File: src/rtl/nand_rsff_bank.sv
// Bank of independent NAND-style RS latches with optional input glitch filter and race resolution.
// Latency: raw input change to Q/Q_N is 1 CLK_DRV cycle when FILTER=0, FILTER+1 cycles otherwise.
// Backpressure: none; inputs are sampled every CLK_DRV rising edge and outputs are always valid.
module nand_rsff_bank #(
  parameter int                  CHANNELS  = 4,
  parameter int                  FILTER    = 0,
  parameter int                  RACE_MODE = 0,
  parameter logic [CHANNELS-1:0] INIT_Q    = '0
) (
  input  logic                CLK_DRV,
  input  logic                RST_N,
  input  logic [CHANNELS-1:0] S_N,
  input  logic [CHANNELS-1:0] R_N,
  output logic [CHANNELS-1:0] Q,
  output logic [CHANNELS-1:0] Q_N,
  output logic [CHANNELS-1:0] Q_RISE,
  output logic [CHANNELS-1:0] Q_FALL
);

  // Accepted (s,r) pair seen by the latch core.
  logic [CHANNELS-1:0] eff_s;
  logic [CHANNELS-1:0] eff_r;

  generate
    if (FILTER == 0) begin : g_nofilt
      // Unfiltered: the latch core consumes the raw pair directly on each edge.
      assign eff_s = S_N;
      assign eff_r = R_N;
    end else begin : g_filt
      localparam logic [3:0] FILT = 4'(FILTER);

      logic [CHANNELS-1:0] acc_s;
      logic [CHANNELS-1:0] acc_r;
      logic [CHANNELS-1:0] cand_s;
      logic [CHANNELS-1:0] cand_r;
      logic [3:0]          cnt [CHANNELS];

      // Debounce: a new pair must be seen on FILTER consecutive edges before it is accepted.
      always_ff @(posedge CLK_DRV) begin
        if (!RST_N) begin
          acc_s  <= '1;
          acc_r  <= '1;
          cand_s <= '1;
          cand_r <= '1;
          for (int i = 0; i < CHANNELS; i++) cnt[i] <= '0;
        end else begin
          for (int i = 0; i < CHANNELS; i++) begin
            if (S_N[i] == acc_s[i] && R_N[i] == acc_r[i]) begin
              cnt[i] <= '0;
            end else if (cnt[i] != 4'd0 && S_N[i] == cand_s[i] && R_N[i] == cand_r[i]) begin
              if (cnt[i] + 4'd1 >= FILT) begin
                acc_s[i] <= S_N[i];
                acc_r[i] <= R_N[i];
                cnt[i]   <= '0;
              end else begin
                cnt[i] <= cnt[i] + 4'd1;
              end
            end else begin
              // Fresh candidate: this edge is its first sighting.
              cand_s[i] <= S_N[i];
              cand_r[i] <= R_N[i];
              if (FILT == 4'd1) begin
                acc_s[i] <= S_N[i];
                acc_r[i] <= R_N[i];
                cnt[i]   <= '0;
              end else begin
                cnt[i] <= 4'd1;
              end
            end
          end
        end
      end

      assign eff_s = acc_s;
      assign eff_r = acc_r;
    end
  endgenerate

  // Per-channel FSM state: bit set means BOTHLOW, clear means STABLE.
  logic [CHANNELS-1:0] bothlow;
  logic [CHANNELS-1:0] bothlow_nxt;
  // Last complementary Q before entering BOTHLOW, used when both inputs release together.
  logic [CHANNELS-1:0] held_q;
  logic [CHANNELS-1:0] held_q_nxt;
  logic [CHANNELS-1:0] q_nxt;
  logic [CHANNELS-1:0] qn_nxt;

  // State register for the BOTHLOW flag and retained stable Q.
  always_ff @(posedge CLK_DRV) begin
    if (!RST_N) begin
      bothlow <= '0;
      held_q  <= INIT_Q;
    end else begin
      bothlow <= bothlow_nxt;
      held_q  <= held_q_nxt;
    end
  end

  // Next-state: any accepted (0,0) enters BOTHLOW, anything else returns to STABLE.
  always_comb begin
    bothlow_nxt = '0;
    held_q_nxt  = held_q;
    for (int i = 0; i < CHANNELS; i++) begin
      bothlow_nxt[i] = !eff_s[i] && !eff_r[i];
      // While STABLE, Q itself is the stable value to remember.
      held_q_nxt[i]  = bothlow[i] ? held_q[i] : Q[i];
    end
  end

  // Output decode: NAND truth table plus race resolution on simultaneous release.
  always_comb begin
    q_nxt  = Q;
    qn_nxt = Q_N;
    for (int i = 0; i < CHANNELS; i++) begin
      case ({eff_s[i], eff_r[i]})
        2'b00: begin
          q_nxt[i]  = 1'b1;
          qn_nxt[i] = 1'b1;
        end
        2'b01: begin
          q_nxt[i]  = 1'b1;
          qn_nxt[i] = 1'b0;
        end
        2'b10: begin
          q_nxt[i]  = 1'b0;
          qn_nxt[i] = 1'b1;
        end
        default: begin
          if (bothlow[i]) begin
            if (RACE_MODE == 1)      q_nxt[i] = 1'b1;
            else if (RACE_MODE == 2) q_nxt[i] = 1'b0;
            else                     q_nxt[i] = held_q[i];
          end else begin
            q_nxt[i] = Q[i];
          end
          qn_nxt[i] = ~q_nxt[i];
        end
      endcase
    end
  end

  // Output registers; edge pulses line up with the cycle Q shows its new value.
  always_ff @(posedge CLK_DRV) begin
    if (!RST_N) begin
      Q      <= INIT_Q;
      Q_N    <= ~INIT_Q;
      Q_RISE <= '0;
      Q_FALL <= '0;
    end else begin
      Q      <= q_nxt;
      Q_N    <= qn_nxt;
      Q_RISE <= q_nxt & ~Q;
      Q_FALL <= ~q_nxt & Q;
    end
  end

endmodule
File: config.mk
export PLATFORM = sky130hd
export DESIGN_NAME = nand_rsff_bank
export DESIGN_NICKNAME = d
export VERILOG_FILES = /design/src/rtl/nand_rsff_bank.sv
export SDC_FILE = /design/constraint.sdc
export NUM_CORES = 1
export LEC_CHECK = 0
export BUFFER_PORTS_ARGS = -buffer_cell sky130_fd_sc_hd__buf_2
export CAP_MARGIN = 20
export CORE_UTILIZATION = 37
export CTS_CLUSTER_SIZE = 25
export DETAILED_ROUTE_END_ITERATION = 8
export PLACE_DENSITY = 0.75
export SLEW_MARGIN = 20
export SYNTH_ARGS = -nofsm -noshare
export SYNTH_HDL_FRONTEND = slang
export SYNTH_SLANG_ARGS = --single-unit
File: constraint.sdc
create_clock -name CLK_DRV -period 0.93 [get_ports CLK_DRV]
set_clock_uncertainty 0.15 [all_clocks]
set_input_delay 0.0465 -clock CLK_DRV [delete_from_list [all_inputs] [get_ports CLK_DRV]]
set_output_delay 0.0465 -clock CLK_DRV [all_outputs]
set_load 0.05 [all_outputs]
# Word-level counts from Yosys, hierarchy flattened
# Cells that the tools add are included.
dict set report word_totals {
  reg_bits 24
  input_bits 10
  out_inout_bits 16
  word_cells 66
}
dict set report op_classes {
  eq_ne 8
  mux 16
  bitwise 8
  reduce_logical 28
}
# op n
set op_table {}
lappend op_table {{$pmux W1 S2} 8}
lappend op_table {{$reduce_or A2 Y1} 8}
lappend op_table {{$reduce_or A3 Y1} 4}
lappend op_table {{$and A4 B4 Y4} 2}
lappend op_table {{$eq A2 B1 Y1 const B} 4}
lappend op_table {{$eq A2 B2 Y1 const B} 4}
lappend op_table {{$logic_not A1 Y1} 8}
lappend op_table {{$logic_not A2 Y1} 4}
lappend op_table {{$mux W1} 8}
lappend op_table {{$not A4 Y4} 2}
lappend op_table {{$logic_and A1 B1 Y1} 4}
lappend op_table {{$not A1 Y1} 4}

# Logic depth before layout (Yosys ltp)
# Gate-level depths: netlist (run 1).
dict set report logic_depth {
  ltp_word 6
  ltp_mapped 4
  depth_no_buf 2
}

# Least setup slack after synthesis (run 1)
# No wires, ideal clock.
dict set report synth_path {
  path_type {reg2reg}
  start {reg Q[3]}
  end {reg Q_N[3]}
  setup_time_ns 0.114
  arrival_time_ns 1.023
  required_ns 0.666
  path_slack_ns -0.357
  path_stages_with_launch 3
  path_buffers 0
  period_less_slack_ns 1.287
  cell_sequence {dfxtp_1 -> mux2i_2 -> a21o_1}
}
dict set report synth_between {
  elab_chain_cells 4
}
# item line
set synth_lines {}
lappend synth_lines {{start, declared} 14} ;# output logic [CHANNELS-1:0] Q,
lappend synth_lines {{start signal, assigned} 150} ;# Q <= q_nxt;
lappend synth_lines {{$mux W1} 129} ;# if (bothlow[i]) begin
lappend synth_lines {{$mux W1} 115} ;# case ({eff_s[i], eff_r[i]})
lappend synth_lines {{$not A1 Y1} 136} ;# qn_nxt[i] = ~q_nxt[i];
lappend synth_lines {{$pmux W1 S2} 115}
lappend synth_lines {{end signal, assigned} 146} ;# Q_N <= ~INIT_Q;
lappend synth_lines {{end signal, assigned} 151} ;# Q_N <= qn_nxt;
lappend synth_lines {{end, declared} 15} ;# output logic [CHANNELS-1:0] Q_N,
# Every way passes these cells. The select of a mux whose other input is x is not followed.
# A chain may end at the register's enable or synchronous reset.

# Worst setup path after layout (run 1)
dict set report layout_path {
  start {reg Q[3]}
  end {out Q[3]}
}
# No word-level cell between the ends.

==> results of run 1 <==
[metal layers]
layer	global-route usage, %	vias up	part of all wire (%)
li1	-	330	-
met1	17.6	303	45
met2	25.9	20	50
met3	3.74	0	4.1
met4	5.88	0	0
met5	0	-	0
[power breakdown]
part           total, µW  internal (µW)  switching [µW]
sequential          1130           1080            49.0
clock                449            167             282
combinational        465            211             254
[flip-flops by register name, summed over array words and instances, names as in the netlist]
signal	count
held_q	4
Q	4
Q_N	4
bothlow	4
Q_RISE	4
Q_FALL	4
[kinds of logic after synthesis]
family	after synthesis	synth area share, %
buffers and inverters	3	3.52
AOI/OAI and AO/OA	16	15.0
and+or+nand+nor	25	16.5
DFF	24	58.7
muxes	4	6.27
[synth_stat cells (all sizes together)]
master / number
nand3: 8
nand2b: 5
dfxtp: 24
a21o: 4
o22ai: 3
buf: 2
mux2i: 4
inv: 1
a21oi: 4
nor2: 5
nand2: 4
nor3: 3
a211oi: 4
o21ai: 1
[placed cells by master, fill, tap and decap left out, drive strengths merged]
cell type,Yosys,layout
buf,2,29
dfxtp,24,24
dlygate4sd3,0,8
nand3,8,8
nor2,5,5
nand2b,5,5
nand2,4,4
a21o,4,4
mux2i,4,4
a211oi,4,4
a21oi,4,4
clkbuf,0,4
nor3,3,3
o22ai,3,3
inv,1,1
o21ai,1,1
[per-stage QoR]
| step | utilization (%) | setup WS (ns) |
|---|---|---|
| after floorplan | - | -0.0376 |
| after global placement | 49.7 | -0.0145 |
| after detailed placement | 49.7 | -0.0374 |
| after CTS | 63.9 | -0.124 |
| after global routing | 66.5 | -0.137 |
| final | 66.5 | -0.0951 |
[area by class of cell]
cell class	count	area [µm²]
Timing Repair Buffer	37	382
Multi-Input combinational cell	45	368
Sequential cell	24	528
Fill cell	163	678
Inverter	1	6.26
Clock buffer	4	26.3
Tap cell	27	33.8
[worst max-delay path by stage]
stage | slack, ns | cells after the start | endpoint
6_report | -0.1 | 1 | Q[3]
3_3_place_gp | -0.01 | 2 | Q_N[3]
3_5_place_dp | -0.04 | 2 | Q[3]
2_1_floorplan | -0.04 | 2 | Q_N[3]
4_1_cts | -0.12 | 1 | Q[2]
5_1_grt | -0.14 | 1 | Q[3]
[what timing repair did]
item / in CTS / in global routing
endpoints found under the hold margin: 20 / 9
hold buffers: 8 / 1
endpoints found under the setup margin: 31 / 33
cloned: 0 / 0
buffers inserted: 3 / 1
pin swaps: 5 / 6
gates resized for setup: 57 / 13
==> results.json, run 1 <==
{
  "status": "finished, violations left",
  "violations": "negative hold slack, negative setup slack",
  "timing.final.crit_share_pct": 110,
  "cts_root_buf": "clkbuf_4",
  "hold_path_end": "Q_FALL[0]",
  "rows": 16,
  "max_slew_margin_pct": 82.6,
  "clk_transition_reported_paths_ns": 0.12,
  "slew_viol_final": 0,
  "worst_pin_slew_ns": 0.261,
  "final_area_um2": 1340,
  "synth-warning-count": 0,
  "worstReg2RegStart": "Q[3]",
  "numCtsBuffers": 3,
  "vias": 653,
  "viasPerCell": 4.73,
  "diodes": 0,
  "coreArea_um2": 2020,
  "netlist_instances": 72,
  "antenna_found_initial": 0,
  "seq_area_frac_synth_pct": 58.7,
  "irDropWorstVdd_v": 0.000836,
  "holdCritStartpoint": "RST_N",
  "cts_tree": "yes",
  "initial_core_util_pct": 40.5,
  "hold_slack_ns": -0.0613,
  "synth_top_area_share_pct": 58.7,
  "path_max_fanout": 2,
  "grt_pass1_vias": 684,
  "crit_type": "reg -> out",
  "die_w_um": 49.0,
  "path_cells": "buf_8",
  "finish.net_count": 122,
  "drive_above_1_share_pct": 65.8,
  "synth_nets": 82,
  "worstSetupEndpointType": "output pin",
  "first_pass_iters": 4,
  "hold_path.class": "in -> reg",
  "cts.path.max_buffers": 2,
  "crit_family": "flip-flops",
  "r2r_slack_ns": -0.08,
  "grt_max_degree": 15,
  "grt_overflow": 0,
  "critPathMaxStageDelay_ns": 0.39,
  "final_cells": 138,
  "gp_congestion": 0.769,
  "slowest_stage": "dfxtp_4",
  "synthTopCellsByArea": "dfxtp_1, mux2i_2, nand3_1",
  "crit_start": "Q[3]",
  "avgRoutedWirePerCell_um": 12.5,
  "yosysTopAreaCell": "dfxtp_1",
  "dieArea_um2": 2400,
  "startpoint_type": "flip-flop",
  "holdPathStages": 3,
  "reg2regPathDepth": 3,
  "port_buffers": 25,
  "p_leak_uw": 0.000517,
  "grt_use_total_pct": 15.0,
  "wl_um": 1720,
  "fin_crit_ns": 1.03,
  "maxCapViolCount": 0,
  "fin_setup_tns_ns": -1.76,
  "ys_ff_latch": 24,
  "drcViolationCount": 0,
  "r2r-end": "Q[3]",
  "path_buf_inv": 1,
  "setup_viol": 29,
  "total_power_uw": 2050,
  "crit_arrival_ns": 0.83,
  "die_y_um": 49.0,
  "rsz0062_at_grt": "true",
  "syn_area_per_cell_um2": 11.4,
  "io_pins": 26,
  "critPathRequiredTime_ns": 0.73,
  "place_area_um2": 1000,
  "post-dp-hpwl_um": 1040,
  "synth_cell_types": 15,
  "grt_pass1_wl_um": 2770,
  "antenna_left": 0,
  "cts.sinks": 24,
  "dr.first_iter.drc_count": 7,
  "power_density_nw_per_um2": 1520,
  "clock_latency_ns": 0.30,
  "area_growth_pct": 64.2,
  "dp.cells": 122,
  "htreeDepth": 1,
  "hold_viol_final": 6,
  "fmax_ghz": 0.976,
  "setup_slack_ns": -0.0951,
  "syn_area_um2": 818
}
Power figures use the tool's default switching activity.
==> run 2: changes to the inputs <==
PLACE_DENSITY = 0.69   (was 0.75)
REMOVE_ABC_BUFFERS = 1   (was default)
==> results.json, run 2 (same netlist as run 1, synthesis figures left out) <==
{
  "place_area_um2": 962,
  "diodes": 0,
  "setup_slack_ns": -0.175,
  "critPathMaxStageDelay_ns": 0.67,
  "multiInputGateArea_um2": 372,
  "wl_met2_um": 1040,
  "grt_overflow": 0,
  "path_buf_inv": 2,
  "status": "finished, violations left",
  "fin_crit_ns": 1.10,
  "fmax_ghz": 0.905,
  "wl_um": 1960,
  "clock_latency_ns": 0.30,
  "cts.sinks": 24,
  "setup_viol": 31,
  "rows": 16,
  "die_w_um": 49.0,
  "vias": 690,
  "holdPathStages": 3,
  "antenna_left": 0,
  "finish.net_count": 123,
  "r2r_slack_ns": -0.10,
  "violations": "negative hold slack, negative setup slack",
  "io_pins": 26,
  "dp.cells": 123,
  "dr.first_iter.drc_count": 16,
  "hold_viol_final": 7,
  "post-dp-hpwl_um": 1010,
  "die_y_um": 49.0,
  "numCtsBuffers": 3,
  "p_leak_uw": 0.000524,
  "port_buffers": 25,
  "final_common_cell": "dfxtp_2",
  "final_cell_mix": "dfxtp_2, buf_6, buf_2",
  "total_power_uw": 2130,
  "path_cells": "buf_2 -> dlygate4sd3_1 -> nand3_1 -> a211oi_2",
  "slowest_stage": "dlygate4sd3_1",
  "startpoint_type": "input port",
  "irDropWorstVdd_v": 0.000727,
  "power_density_nw_per_um2": 1580,
  "drive_above_1_share_pct": 68.8,
  "coreArea_um2": 2020,
  "grt_pass1_wl_um": 3000,
  "fill_cells": 143,
  "gp_congestion": 0.722,
  "hold_slack_ns": -0.0661,
  "m1WireLength_um": 795,
  "cts_root_buf": "clkbuf_4",
  "area_growth_pct": 64.7,
  "crit_type": "in -> reg",
  "timing.final.crit_share_pct": 119,
  "worst_pin_slew_ns": 0.240,
  "register_area_um2": 519,
  "worstSetupEndpointType": "flip-flop",
  "rsz0062_at_grt": "true",
  "worstReg2RegStart": "bothlow[3]",
  "cts_tree": "yes",
  "grt_max_degree": 15,
  "dieArea_um2": 2400,
  "crit_arrival_ns": 1.17,
  "r2r-end": "Q_N[3]",
  "crit_family": "buffers and inverters",
  "grt_use_total_pct": 16.5,
  "htreeDepth": 1,
  "viasPerCell": 4.96,
  "final_cells": 139,
  "max_slew_margin_pct": 83.7,
  "antenna_found_initial": 0,
  "final_area_um2": 1350,
  "holdCritStartpoint": "RST_N",
  "slew_viol_final": 0,
  "first_pass_iters": 4,
  "maxCapViolCount": 0,
  "cts.path.max_buffers": 2,
  "fin_setup_tns_ns": -2.30,
  "path_max_fanout": 4,
  "clk_transition_reported_paths_ns": 0.13,
  "reg2regPathDepth": 2,
  "met3_length_um": 91,
  "hold_path_end": "Q_FALL[1]",
  "drcViolationCount": 0,
  "hold_path.class": "in -> reg",
  "grt_pass1_vias": 689,
  "critPathRequiredTime_ns": 1.00,
  "avgRoutedWirePerCell_um": 14.1,
  "initial_core_util_pct": 40.5,
  "routed.top_layer": "met4"
}
-- run 2: worst min-delay path: stages --
cell and delay, ns:
buf_2 0.18, nand3_2 0.10, a21oi_2 0.03
-- run 2: how the worst max path moves through the flow --
| stage | start | cells past startpoint | end | slack, ns |
|---|---|---|---|---|
| detailed placement | bothlow[3] | 2 | Q[3] | -0.11 |
| floorplan | Q[3] | 2 | Q_N[3] | -0.36 |
| global placement | bothlow[0] | 2 | Q[0] | -0.07 |
| global route | R_N[1] | 4 | Q_RISE[1] | -0.17 |
| finish | R_N[1] | 4 | Q_RISE[1] | -0.17 |
| CTS | Q[3] | 1 | Q[3] | -0.12 |
-- run 2: power by group --
group	switching [µW]	internal (µW)
Sequential	52.9	1090
Combinational	254	201
Clock	297	238
-- run 2: metal layers --
metal | global-route usage, % | vias to the layer above
li1 | - | 336
met1 | 16.8 | 322
met2 | 31.5 | 28
met3 | 3.74 | 4
met4 | 7.35 | 0
met5 | 0 | -
-- run 2: repair_timing --
action	CTS	global route
gates cloned	0	0
setup endpoints to repair	32	34
pin swaps	7	2
buffers inserted	2	2
endpoints found under the hold margin	20	17
resized for setup	66	16
hold buffers	8	3
-- run 2: through the flow --
stage	util, %	setup WS [ns]
after detailed placement	47.6	-0.111
after CTS	62.6	-0.115
final	66.6	-0.175
after global routing	66.6	-0.171
after floorplan	-	-0.357
after global placement	47.6	-0.0727
-- run 2: layout make-up --
cell class              count  share of cell area, %
clock buffers               4                   2.69
multi-input cells          45                   27.6
repair buffers             38                   28.2
well taps                  27                   2.51
flip-flops and latches     24                   38.5
inverters                   1                  0.464
